## config.mk

```make
export PLATFORM = sky130hd
export DESIGN_NAME = vga_scan_scheduler
export DESIGN_NICKNAME = d
export VERILOG_FILES = /design/src/rtl/vga_scan_scheduler.sv
export SDC_FILE = /design/constraint.sdc
export NUM_CORES = 1
export LEC_CHECK = 0
export BUFFER_PORTS_ARGS = -buffer_cell sky130_fd_sc_hd__buf_4
export CELL_PAD_IN_SITES_DETAIL_PLACEMENT = 2
export CELL_PAD_IN_SITES_GLOBAL_PLACEMENT = 2
export CORE_MARGIN = 4
export CORE_UTILIZATION = 32
export DETAILED_ROUTE_END_ITERATION = 8
export GPL_ROUTABILITY_DRIVEN = 0
export PLACE_DENSITY_LB_ADDON = 0.1
export SKIP_LAST_GASP = 1
export SYNTH_ARGS = -nofsm -noshare
export SYNTH_HDL_FRONTEND = slang
export SYNTH_SLANG_ARGS = --single-unit
```

## constraint.sdc

```tcl
create_clock -name clk -period 3.1 [get_ports clk]
set_input_delay 0.465 -clock clk [delete_from_list [all_inputs] [get_ports clk]]
set_output_delay 0.465 -clock clk [all_outputs]
set_load 0.01 [all_outputs]
```

## src/rtl/vga_scan_scheduler.sv

```systemverilog
`default_nettype none
// ============================================================================
// Module   : vga_scan_scheduler
// Purpose  : VGA raster timing with a per-line sprite fetch request scheduler
//            and a sticky underrun flag for late line-buffer loads.
// Revision : 1.0 - initial release
// ============================================================================
module vga_scan_scheduler #(
    parameter int CLK_DIV  = 4,
    parameter int H_ACTIVE = 640,
    parameter int H_FP     = 16,
    parameter int H_SYNC   = 96,
    parameter int H_BP     = 48,
    parameter int V_ACTIVE = 480,
    parameter int V_FP     = 10,
    parameter int V_SYNC   = 2,
    parameter int V_BP     = 33
) (
    input  logic       clk,
    input  logic       reset,
    input  logic       fetch_ack,
    input  logic       underrun_clr,
    output logic       pix_tick,
    output logic [9:0] hcount,
    output logic [9:0] vcount,
    output logic       hsync,
    output logic       vsync,
    output logic       video_on,
    output logic       frame_start,
    output logic       fetch_req,
    output logic [9:0] fetch_line,
    output logic       underrun
);

    localparam int         c_H_TOTAL      = H_ACTIVE + H_FP + H_SYNC + H_BP;
    localparam int         c_V_TOTAL      = V_ACTIVE + V_FP + V_SYNC + V_BP;
    localparam logic [3:0] c_DIV_LAST     = 4'(CLK_DIV - 1);
    localparam logic [9:0] c_H_LAST       = 10'(c_H_TOTAL - 1);
    localparam logic [9:0] c_V_LAST       = 10'(c_V_TOTAL - 1);
    localparam logic [9:0] c_H_ACTIVE     = 10'(H_ACTIVE);
    localparam logic [9:0] c_H_ACT_LAST   = 10'(H_ACTIVE - 1);
    localparam logic [9:0] c_V_ACTIVE     = 10'(V_ACTIVE);
    localparam logic [9:0] c_H_SYNC_START = 10'(H_ACTIVE + H_FP);
    localparam logic [9:0] c_H_SYNC_END   = 10'(H_ACTIVE + H_FP + H_SYNC);
    localparam logic [9:0] c_V_SYNC_START = 10'(V_ACTIVE + V_FP);
    localparam logic [9:0] c_V_SYNC_END   = 10'(V_ACTIVE + V_FP + V_SYNC);

    typedef enum logic [0:0] {
        S_IDLE = 1'b0,
        S_REQ  = 1'b1
    } fetch_state_t;

    fetch_state_t state_q, state_d;
    logic [3:0]   div_cnt_q, div_cnt_d;
    logic [9:0]   hcount_q, hcount_d;
    logic [9:0]   vcount_q, vcount_d;
    logic [9:0]   fetch_line_q, fetch_line_d;
    logic         underrun_q, underrun_d;
    logic         frame_start_q, frame_start_d;

    logic         w_tick;
    logic         w_line_end;
    logic         w_underrun_set;
    logic [9:0]   w_next_line;

    always_comb begin
        w_tick         = (div_cnt_q == c_DIV_LAST);
        w_line_end     = w_tick && (hcount_q == c_H_LAST);
        w_next_line    = (vcount_q == c_V_LAST) ? 10'd0 : vcount_q + 10'd1;
        w_underrun_set = 1'b0;

        div_cnt_d     = w_tick ? 4'd0 : div_cnt_q + 4'd1;
        hcount_d      = hcount_q;
        vcount_d      = vcount_q;
        state_d       = state_q;
        fetch_line_d  = fetch_line_q;
        frame_start_d = w_line_end && (vcount_q == c_V_LAST);

        if (w_tick) begin
            if (w_line_end) begin
                hcount_d = 10'd0;
                vcount_d = w_next_line;
            end else begin
                hcount_d = hcount_q + 10'd1;
            end
        end

        // The fetch for the next line is launched at the end of the current
        // line's active region and must be accepted before that line wraps.
        case (state_q)
            S_IDLE: begin
                if (w_tick && (hcount_q == c_H_ACT_LAST) && (w_next_line < c_V_ACTIVE)) begin
                    state_d      = S_REQ;
                    fetch_line_d = w_next_line;
                end
            end
            S_REQ: begin
                if (fetch_ack) begin
                    state_d = S_IDLE;
                end else if (w_line_end) begin
                    state_d        = S_IDLE;
                    w_underrun_set = 1'b1;
                end
            end
            default: state_d = S_IDLE;
        endcase

        if (w_underrun_set) begin
            underrun_d = 1'b1;
        end else if (underrun_clr) begin
            underrun_d = 1'b0;
        end else begin
            underrun_d = underrun_q;
        end
    end

    always_ff @(posedge clk) begin
        if (reset) begin
            state_q       <= S_IDLE;
            div_cnt_q     <= 4'd0;
            hcount_q      <= 10'd0;
            vcount_q      <= 10'd0;
            fetch_line_q  <= 10'd0;
            underrun_q    <= 1'b0;
            frame_start_q <= 1'b0;
        end else begin
            state_q       <= state_d;
            div_cnt_q     <= div_cnt_d;
            hcount_q      <= hcount_d;
            vcount_q      <= vcount_d;
            fetch_line_q  <= fetch_line_d;
            underrun_q    <= underrun_d;
            frame_start_q <= frame_start_d;
        end
    end

    assign pix_tick    = w_tick;
    assign hcount      = hcount_q;
    assign vcount      = vcount_q;
    assign hsync       = !((hcount_q >= c_H_SYNC_START) && (hcount_q < c_H_SYNC_END));
    assign vsync       = !((vcount_q >= c_V_SYNC_START) && (vcount_q < c_V_SYNC_END));
    assign video_on    = (hcount_q < c_H_ACTIVE) && (vcount_q < c_V_ACTIVE);
    assign frame_start = frame_start_q;
    assign fetch_req   = (state_q == S_REQ);
    assign fetch_line  = fetch_line_q;
    assign underrun    = underrun_q;

endmodule
`default_nettype wire
```

==> out/metrics.yaml, run 1 <==
drt:
  drt_iter0_markers: 59
  vias: 1741
  vias_per_cell: 5.18
  route.detailed.wl_per_inst_um: 16.3
  ant_nets: 0
  wl_mm: 5.48
  drc_errors: 0
  dr.pass1.iters: 4
synthesis:
  netlist_instances: 227
  ys_top_cells_by_area: "dfxtp_1 38%, nor2_1 6.4%, xor2_1 5.9%, ha_1 3.9%, a21oi_1 3.3%"
  ys_ff_latch: 37
  synth_top_family_by_area: "simple AND/OR/NAND/NOR gates"
  syn-cell-area_mm2: 0.00194
  synth_top_flop_cell: "dfxtp_1"
  synth.most_common_cell: "dfxtp_1"
  synth_compound_area_share_pct: 11.4
  async_flop_share_pct: 0
  synth.distinct_cells: 47
  yosys.area.top_type: "dfxtp_1"
  yosys.area_share.simple_pct: 29.7
  syn-num-nets: 237
  synth_commonest_cells: "37 x dfxtp_1, 33 x nor2_1, 17 x nand2_1"
  synth_edf_count: 0
  synthMuxAreaShare_pct: 2.32
  yosys_warnings: 0
  synth_top_area_share_pct: 38.1
  syn_area_per_cell_um2: 8.57
  synthAdderAreaFrac_pct: 3.86
  yosys.area_share.xor_xnor_pct: 9.01
  ys_seq_area_share_pct: 38.1
pwr:
  ir_drop_uv: 155
  p_per_area_mw_per_mm2: 363
  leakage_nw: 0.925
clock_network:
  cts_hold_buf: 0
  post_cts_resized: 0
  clock_sinks: 37
  htree_num_levels: 2
  cts_buffer_depth: 2
  tritoncts: "done"
  cts_setup_buffers: 0
  cts_made_buffers: 5
  root_buffer: "clkbuf_8"
  clkSlewWorstSetupHoldPaths_ns: 0.07
  clkLatencyLatePin_ns: 0.29
die:
  core_area_mm2: 0.00592
  initial_core_util_pct: 32.8
  die_area_mm2: 0.00739
  ios: 41
  die_h_um: 86.0
  row_count: 28
  die_w_um: 86.0
setup_path:
  cp-end-kind: "flip-flop"
  critPathMaxFanout: 8
  cp_num_buf_inv: 0
  start_kind: "flip-flop"
  cp.arrival_ns: 2.53
  path_class: "flip-flop to flip-flop"
  cp_cell_sequence: "ha_1, or3b_1, or2_1, nor3_4, nand3_4, mux2_4"
  path_delay_family: "simple AND/OR/NAND/NOR gates"
  slowest_delay_ns: 0.47
  required_ns: 3.29
  crit_slowest_cell: "or3b_1"
cells_and_area:
  syn_to_final_growth_pct: 21.6
  utilization_pct: 39.9
  diodes: 0
  finalNetCount: 271
  finish.instance_area_mm2: 0.00236
  fillers: 691
  drive_gt1_share_pct: 23.0
grt:
  antenna_found_initial: 0
  grtUsageTotal_pct: 15.4
  grt_pass1_vias: 1747
  grt_pass1_wl_mm: 8.89
  grt_max_degree: 34
  overflow: 0
sta:
  rsz0062_at_grt: "no"
  hold_viol: 0
  whs_ns: 0.472
  slew_headroom_pct: 68.5
  setup_violations: 0
  period_minus_slack_ns: 2.35
  tns_ns: 0
  period_share_pct: 75.7
  drv_slew: 0
  fmax_ghz: 0.426
  worst_pin_slew_ns: 0.472
  fin_skew_ns: 0.00450
flow_run:
  maxCapViolCount: 0
placement:
  hpwl_mm: 4.08
  portBuffers: 40
  placed_area_mm2: 0.00228
min_path:
  hold_class: "flip-flop to flip-flop"
outcome:
  status: "finished clean"
## placed cells by master, fill, tap and decap left out, drive strengths merged, types with 5 or more instances in the layout
cell type,instances
xnor2,7
nand2,17
nor2,34
nor3,5
o31ai,5
nand3,9
buf,42
dfxtp,37
xor2,13
inv,9
ha,6
clkbuf,7
a21oi,13
nand4,7
## state kept, by name (all words and copies together), names as in the netlist
register and flops:
vcount 10, frame_start 1, underrun 1, fetch_line 10, fetch_req 1, div_cnt_q 4
hcount 10
## cells by family (layout without fill, tap and decap cells)
group,count (synthesis),after routing
AOI/OAI and AO/OA,33,33
xor gates and xnor gates,20,20
adders and majority gates,6,6
and+or+nand+nor,103,103
muxes,4,4
buffers and inverters,24,58
DFF,37,37
## per-stage QoR
step	std cells	total power [mW]	worst slack, ns
after floorplan	227	0.513	0.912
after global placement	329	0.522	0.802
after detailed placement	329	0.523	0.736
after CTS	336	0.874	0.732
after global routing	336	0.903	0.569
final	336	0.858	0.752
## path summary, 6_finish.rpt
| path | end | cells after the start | startpoint | slack (ns) |
|---|---|---|---|---|
| worst min-delay path | div_cnt_q[0] | 1 | div_cnt_q[0] | 0.47 |
| worst max-delay path | fetch_line[2] | 6 | div_cnt_q[0] | 0.75 |
| worst min register to register | div_cnt_q[0] | 1 | div_cnt_q[0] | 0.47 |
| worst max register to register | fetch_line[2] | 6 | div_cnt_q[0] | 0.75 |
## worst reg2reg max path, cell delays in order (launching register included)
cell,delay [ns]
dfxtp_1,0.36
ha_1,0.19
or3b_1,0.47
or2_1,0.37
nor3_4,0.39
nand3_4,0.15
mux2_4,0.32
## report_power, final
part / internal, mW / leakage [nW] / total, mW / switching (mW)
logic: 0.0110 / 0.582 / 0.0284 / 0.0174
clock network: 0.176 / 0.0443 / 0.347 / 0.170
registers: 0.479 / 0.298 / 0.483 / 0.00364
## layer usage
layer,vias up,part of all wire (%),track usage [%]
li1,850,-,-
met3,6,4.3,4.03
met5,-,0,0
met4,0,1.2,4.75
met2,32,49,25.6
met1,853,45,19.5
## layout make-up
cell class	instances	area (µm²)	area share [%]
clock buffer	7	86.3	3.65
inverter	9	33.8	1.43
multi-input combinational	166	1090	46.3
sequential	37	741	31.3
tap	75	93.8	3.97
timing repair buffer	42	315	13.3
Power figures use the tool's default switching activity.
==> inputs of run 2 (changes only) <==
- clock period: 3.1 -> 2.2 ns (I/O delays scaled with it)
==> run 2 against run 1 <==
  * Non-clock buffer count increased by 19
  * Wire length grew 8.7%
  * First-iteration DRC count decreased by 20%
  * Flip-flop and latch count is the same
  * Worst setup slack got worse by 0.66 ns
  * Clock power grew 55%
  * Worst hold slack worse by 0.13 ns
  * Clock-buffer cell count unchanged
  * Clock skew increased by 0.0014 ns
  * Critical path depth unchanged
  * Sequential power rose by 41%
  * Fmax up 12%
  * Critical endpoint is now fetch_line[4]
  * Largest cell class unchanged
  * Largest power group unchanged
  * Highest routed layer unchanged
==> out/metrics.yaml, run 2 (same netlist as run 1, synthesis figures left out) <==
sta:
  period_share_pct: 95.6  # +20 points
  fin_skew_ns: 0.00586  # +0.00135 ns
  whs_ns: 0.339  # -0.133 ns
  tns_ns: 0  # unchanged
  period_minus_slack_ns: 2.10  # -0.244 ns
  fmax_ghz: 0.475  # +12%
  slew_headroom_pct: 61.2  # -7.3 points
  rsz0062_at_grt: "yes"
  drv_slew: 0  # unchanged
  hold_viol: 0  # unchanged
  worst_pin_slew_ns: 0.582  # +0.110 ns
  layout_setup_ws_ns: 0.0965  # -0.656 ns
  setup_violations: 0  # unchanged
cells_and_area:
  syn_to_final_growth_pct: 31.1
  utilization_pct: 43.1  # +3.1 points
  finalNetCount: 290  # +7.0%
  layout_common_cells: "60 x buf_4, 37 x dfxtp_1, 33 x nor2_1"
  diodes: 0  # unchanged
  final-instance-count-excl-fill: 356  # +6.0%
  drive_gt1_share_pct: 31.0  # +8.0 points
  final_common_cell: "buf_4"
setup_path:
  cp-end-kind: "flip-flop"
  required_ns: 2.37  # -0.92 ns
  start_kind: "flip-flop"
  critPathMaxFanout: 5  # -3
  path_class: "flip-flop to flip-flop"
  cp.arrival_ns: 2.27  # -0.26 ns
drt:
  ant_nets: 0  # unchanged
  drt_iter0_markers: 47  # -20%
  vias_per_cell: 5.20  # +0.40%
  wl_mm: 5.95  # +8.7%
  drc_errors: 0  # unchanged
  route.detailed.wl_per_inst_um: 16.7  # +2.6%
  vias: 1852  # +6.4%
  dr.pass1.iters: 4  # unchanged
grt:
  grt_pass1_wl_mm: 9.78  # +10%
  antenna_found_initial: 0  # unchanged
  overflow: 0  # unchanged
  grt_max_degree: 34  # unchanged
  grt_pass1_vias: 1891  # +8.2%
  grtUsageTotal_pct: 16.8  # +1.4 points
die:
  ios: 41  # unchanged
  die_h_um: 86.0  # unchanged
  core_area_mm2: 0.00592  # unchanged
  row_count: 28  # unchanged
  initial_core_util_pct: 32.8  # unchanged
  die_w_um: 86.0  # unchanged
  die_area_mm2: 0.00739  # unchanged
clock_network:
  htree_num_levels: 2  # unchanged
  cts_setup_buffers: 0  # unchanged
  tritoncts: "done"
  clkSlewWorstSetupHoldPaths_ns: 0.08  # about the same
  clock_sinks: 37  # unchanged
  clkLatencyLatePin_ns: 0.29  # about the same
  cts_made_buffers: 5  # unchanged
  root_buffer: "clkbuf_8"
  cts_buffer_depth: 2  # unchanged
  cts_hold_buf: 0  # unchanged
placement:
  dp_worst_setup_slack_ns: 0.0759  # -0.660 ns
  dp.cells: 348  # +5.8%
  hpwl_mm: 4.43  # +8.7%
  portBuffers: 40  # unchanged
pwr:
  ir_drop_uv: 216  # +39%
  p_per_area_mw_per_mm2: 496  # +37%
  leakage_nw: 1.03  # +12%
flow_run:
  maxCapViolCount: 0  # unchanged
min_path:
  hold_class: "input pin to flip-flop"
outcome:
  status: "finished clean"
==> run 2: final timing paths <==
kind / start / endpoint / slack [ns] / cells past startpoint
worst max-delay path: div_cnt_q[0] / fetch_line[4] / 0.1 / 6
worst min-delay path: underrun_clr / underrun / 0.34 / 4
worst max register to register: div_cnt_q[0] / fetch_line[4] / 0.1 / 6
worst min register to register: div_cnt_q[0] / div_cnt_q[0] / 0.46 / 1
==> run 2: where the power goes <==
| group | internal [mW] | switching [mW] |
|---|---|---|
| Clock | 0.284 | 0.255 |
| Combinational | 0.0205 | 0.0273 |
| Sequential | 0.675 | 0.00390 |
| Total | 0.979 | 0.286 |
==> run 2: area by class of cell <==
type | count | area [µm²]
inverter | 9 | 33.8
timing repair buffer | 61 | 462
multi-input combinational | 166 | 1120
clock inverter | 1 | 5.00
sequential | 37 | 741
fill | 699 | 3370
tap | 75 | 93.8
clock buffer | 7 | 96.3
==> run 2: stage by stage <==
stage          power [mW]  area, µm²
2_1_floorplan       0.723       1940
3_3_place_gp        0.742       2420
6_report             1.27       2550
4_1_cts              1.29       2520
3_5_place_dp        0.743       2420
5_1_grt              1.33       2550
==> run 2: what timing repair did <==
item                                    CTS  global route
hold endpoints to repair                  0             0
gates resized for setup                   0             8
endpoints found under the setup margin    0            14
==> run 2: worst max-delay path, cell delays in order (launching register included) <==
cell     delay, ns
dfxtp_1       0.36
ha_2          0.21
or3b_1        0.37
or2_4         0.28
or3_4         0.42
o31ai_1       0.25
a21oi_1       0.09
==> run 2: metal layers <==
metal	vias to the layer above	global-route usage, %	routed length [µm]
li1	893	-	-
met1	922	20.8	2600
met2	33	29.2	3130
met3	4	3.75	187
met4	0	4.60	43
met5	-	0	0
==> inputs of run 3 (changes only) <==
- BUFFER_PORTS_ARGS: -buffer_cell sky130_fd_sc_hd__buf_4 -> unset
- CORE_UTILIZATION: 32 -> 34
- DONT_BUFFER_PORTS: unset -> 1
==> run 3 against run 2 <==
  * Combinational power down 27%
  * First-iteration DRC count up 6.4%
  * Fmax down 0.93%
  * Non-clock buffer count down 37
  * Critical path depth unchanged
  * Worst hold slack worse by 0.23 ns
  * Utilization down 1.8 points
  * Flip-flop and latch count unchanged
  * Register-to-register slack worse by 0.02 ns
  * Total power down 4.8%
  * Final cell count down 12%
==> out/metrics.yaml, run 3 (same netlist as run 1, synthesis figures left out) <==
sta:
  period_share_pct: 96.5  # +0.90 points
  fmax_ghz: 0.471  # -0.93%
  layout_setup_ws_ns: 0.0767  # -0.0198 ns
  slew_headroom_pct: 48.8  # -12 points
  drv_slew: 0  # unchanged
  hold_viol: 0  # unchanged
  worst_pin_slew_ns: 0.768  # +0.186 ns
  rsz0062_at_grt: "yes"
  setup_violations: 0  # unchanged
  period_minus_slack_ns: 2.12  # +0.0198 ns
  fin_skew_ns: 0.00459  # -0.00127 ns
cells_and_area:
  drive_gt1_share_pct: 22.6  # -8.3 points
  layout_common_cells: "35 x dfxtp_1, 33 x nor2_1, 24 x buf_4"
  syn_to_final_growth_pct: 17.5
  final_common_cell: "dfxtp_1"
  final-instance-count-excl-fill: 315  # -12%
  diodes: 0  # unchanged
  utilization_pct: 41.2  # -1.8 points
  finalNetCount: 253  # -13%
drt:
  wl_mm: 6.02  # +1.0%
  dr.pass1.iters: 4  # unchanged
  vias_per_cell: 5.57  # +7.0%
  ant_nets: 0  # unchanged
  vias: 1754  # -5.3%
  drt_iter0_markers: 50  # +6.4%
  route.detailed.wl_per_inst_um: 19.1  # +14%
  drc_errors: 0  # unchanged
placement:
  portBuffers: 0  # -100%
  dp_worst_setup_slack_ns: -0.0883  # -0.164 ns
  dp.cells: 306  # -12%
  hpwl_mm: 4.57  # +3.1%
pwr:
  total_power_mw: 1.21  # -4.8%
  leakage_nw: 0.838  # -19%
  p_per_area_mw_per_mm2: 528  # +6.3%
  ir_drop_uv: 267  # +24%
grt:
  grt_pass1_vias: 1937  # +2.4%
  grt_pass1_wl_mm: 10.1  # +3.5%
  grt_max_degree: 34  # unchanged
  grtUsageTotal_pct: 17.8  # +1.0 points
  busiest_layer: "met2"
  grtUsageMet1_pct: 18.8  # -2.0 points
  overflow: 0  # unchanged
  met2_usage_pct: 31.9  # +2.7 points
  antenna_found_initial: 0  # unchanged
  met3_usage_pct: 5.33  # +1.6 points
outcome:
  status: "finished clean"
clock_network:
  htree_num_levels: 2  # unchanged
  clkSlewWorstSetupHoldPaths_ns: 0.07  # about the same
  root_buffer: "clkbuf_8"
  tritoncts: "done"
  cts_buffer_depth: 2  # unchanged
  clock_sinks: 37  # unchanged
  cts_made_buffers: 5  # unchanged
  cts_hold_buf: 0  # unchanged
  clkLatencyLatePin_ns: 0.29  # about the same
setup_path:
  path_class: "flip-flop to flip-flop"
  startpoint: "div_cnt_q[0]"
  ff2ff_setup_slack_ns: 0.08  # -0.02 ns
  required_ns: 2.37  # about the same
  r2r_start: "div_cnt_q[0]"
  critPathMaxFanout: 5  # unchanged
  start_kind: "flip-flop"
  cp.arrival_ns: 2.30  # +0.03 ns
  cp-end-kind: "flip-flop"
die:
  die_w_um: 83.6  # -2.7%
  initial_core_util_pct: 35.1  # +2.3 points
  core_area_mm2: 0.00554  # -6.4%
  ios: 41  # unchanged
  row_count: 27  # -3.6%
  die_h_um: 83.6  # -2.7%
  die_area_mm2: 0.00699  # -5.3%
flow_run:
  maxCapViolCount: 0  # unchanged
min_path:
  min_from: "reset"
  hold_class: "input pin to flip-flop"
[run 3: through the flow]
step | instance area, µm² | setup TNS (ns) | hold slack (ns)
floorplan | 1940 | 0 | 0.433
global placement | 2120 | 0 | 0.403
detailed placement | 2120 | -0.154 | 0.404
CTS | 2240 | 0 | 0.0928
global route | 2280 | -0.0187 | 0.0884
finish | 2280 | 0 | 0.105
[run 3: metal layers]
layer	share of wire [%]	vias up	routed length (µm)
met5	0	-	0
met4	3.3	0	198
met2	52	42	3160
met1	39	878	2350
li1	-	816	-
met3	5.1	18	307
[run 3: worst paths after layout]
| path | endpoint | cells after the start |
|---|---|---|
| worst max-delay path | fetch_line[3] | 6 |
| worst min-delay path | vcount[2] | 1 |
| worst max register to register | fetch_line[3] | 6 |
| worst min register to register | div_cnt_q[2] | 2 |
[run 3: area by class of cell]
cell class,instances,area [µm²]
fillers,617,3260
flip-flops and latches,37,743
repair buffers,24,180
multi-input cells,166,1150
well taps,72,90.1
inverters,9,33.8
clock buffers,7,86.3
[run 3: what timing repair did]
item                                    4_1_cts  5_1_grt
endpoints found under the setup margin        5       10
buffers inserted                              0        2
hold endpoints to repair                      0        0
resized for setup                             5       10
pin swaps                                     1        5
[run 3: critical path, stage by stage (launching register included)]
cell	delay (ns)
dfxtp_2	0.34
ha_2	0.18
or3b_4	0.41
or2_4	0.26
or3_4	0.43
o31ai_2	0.26
a21oi_1	0.12
[run 3: report_power, final]
group | internal, mW | leakage, nW | switching [mW] | total (mW)
clock | 0.249 | 0.0443 | 0.241 | 0.490
combinational | 0.0175 | 0.494 | 0.0172 | 0.0347
sequential | 0.677 | 0.299 | 0.00400 | 0.681
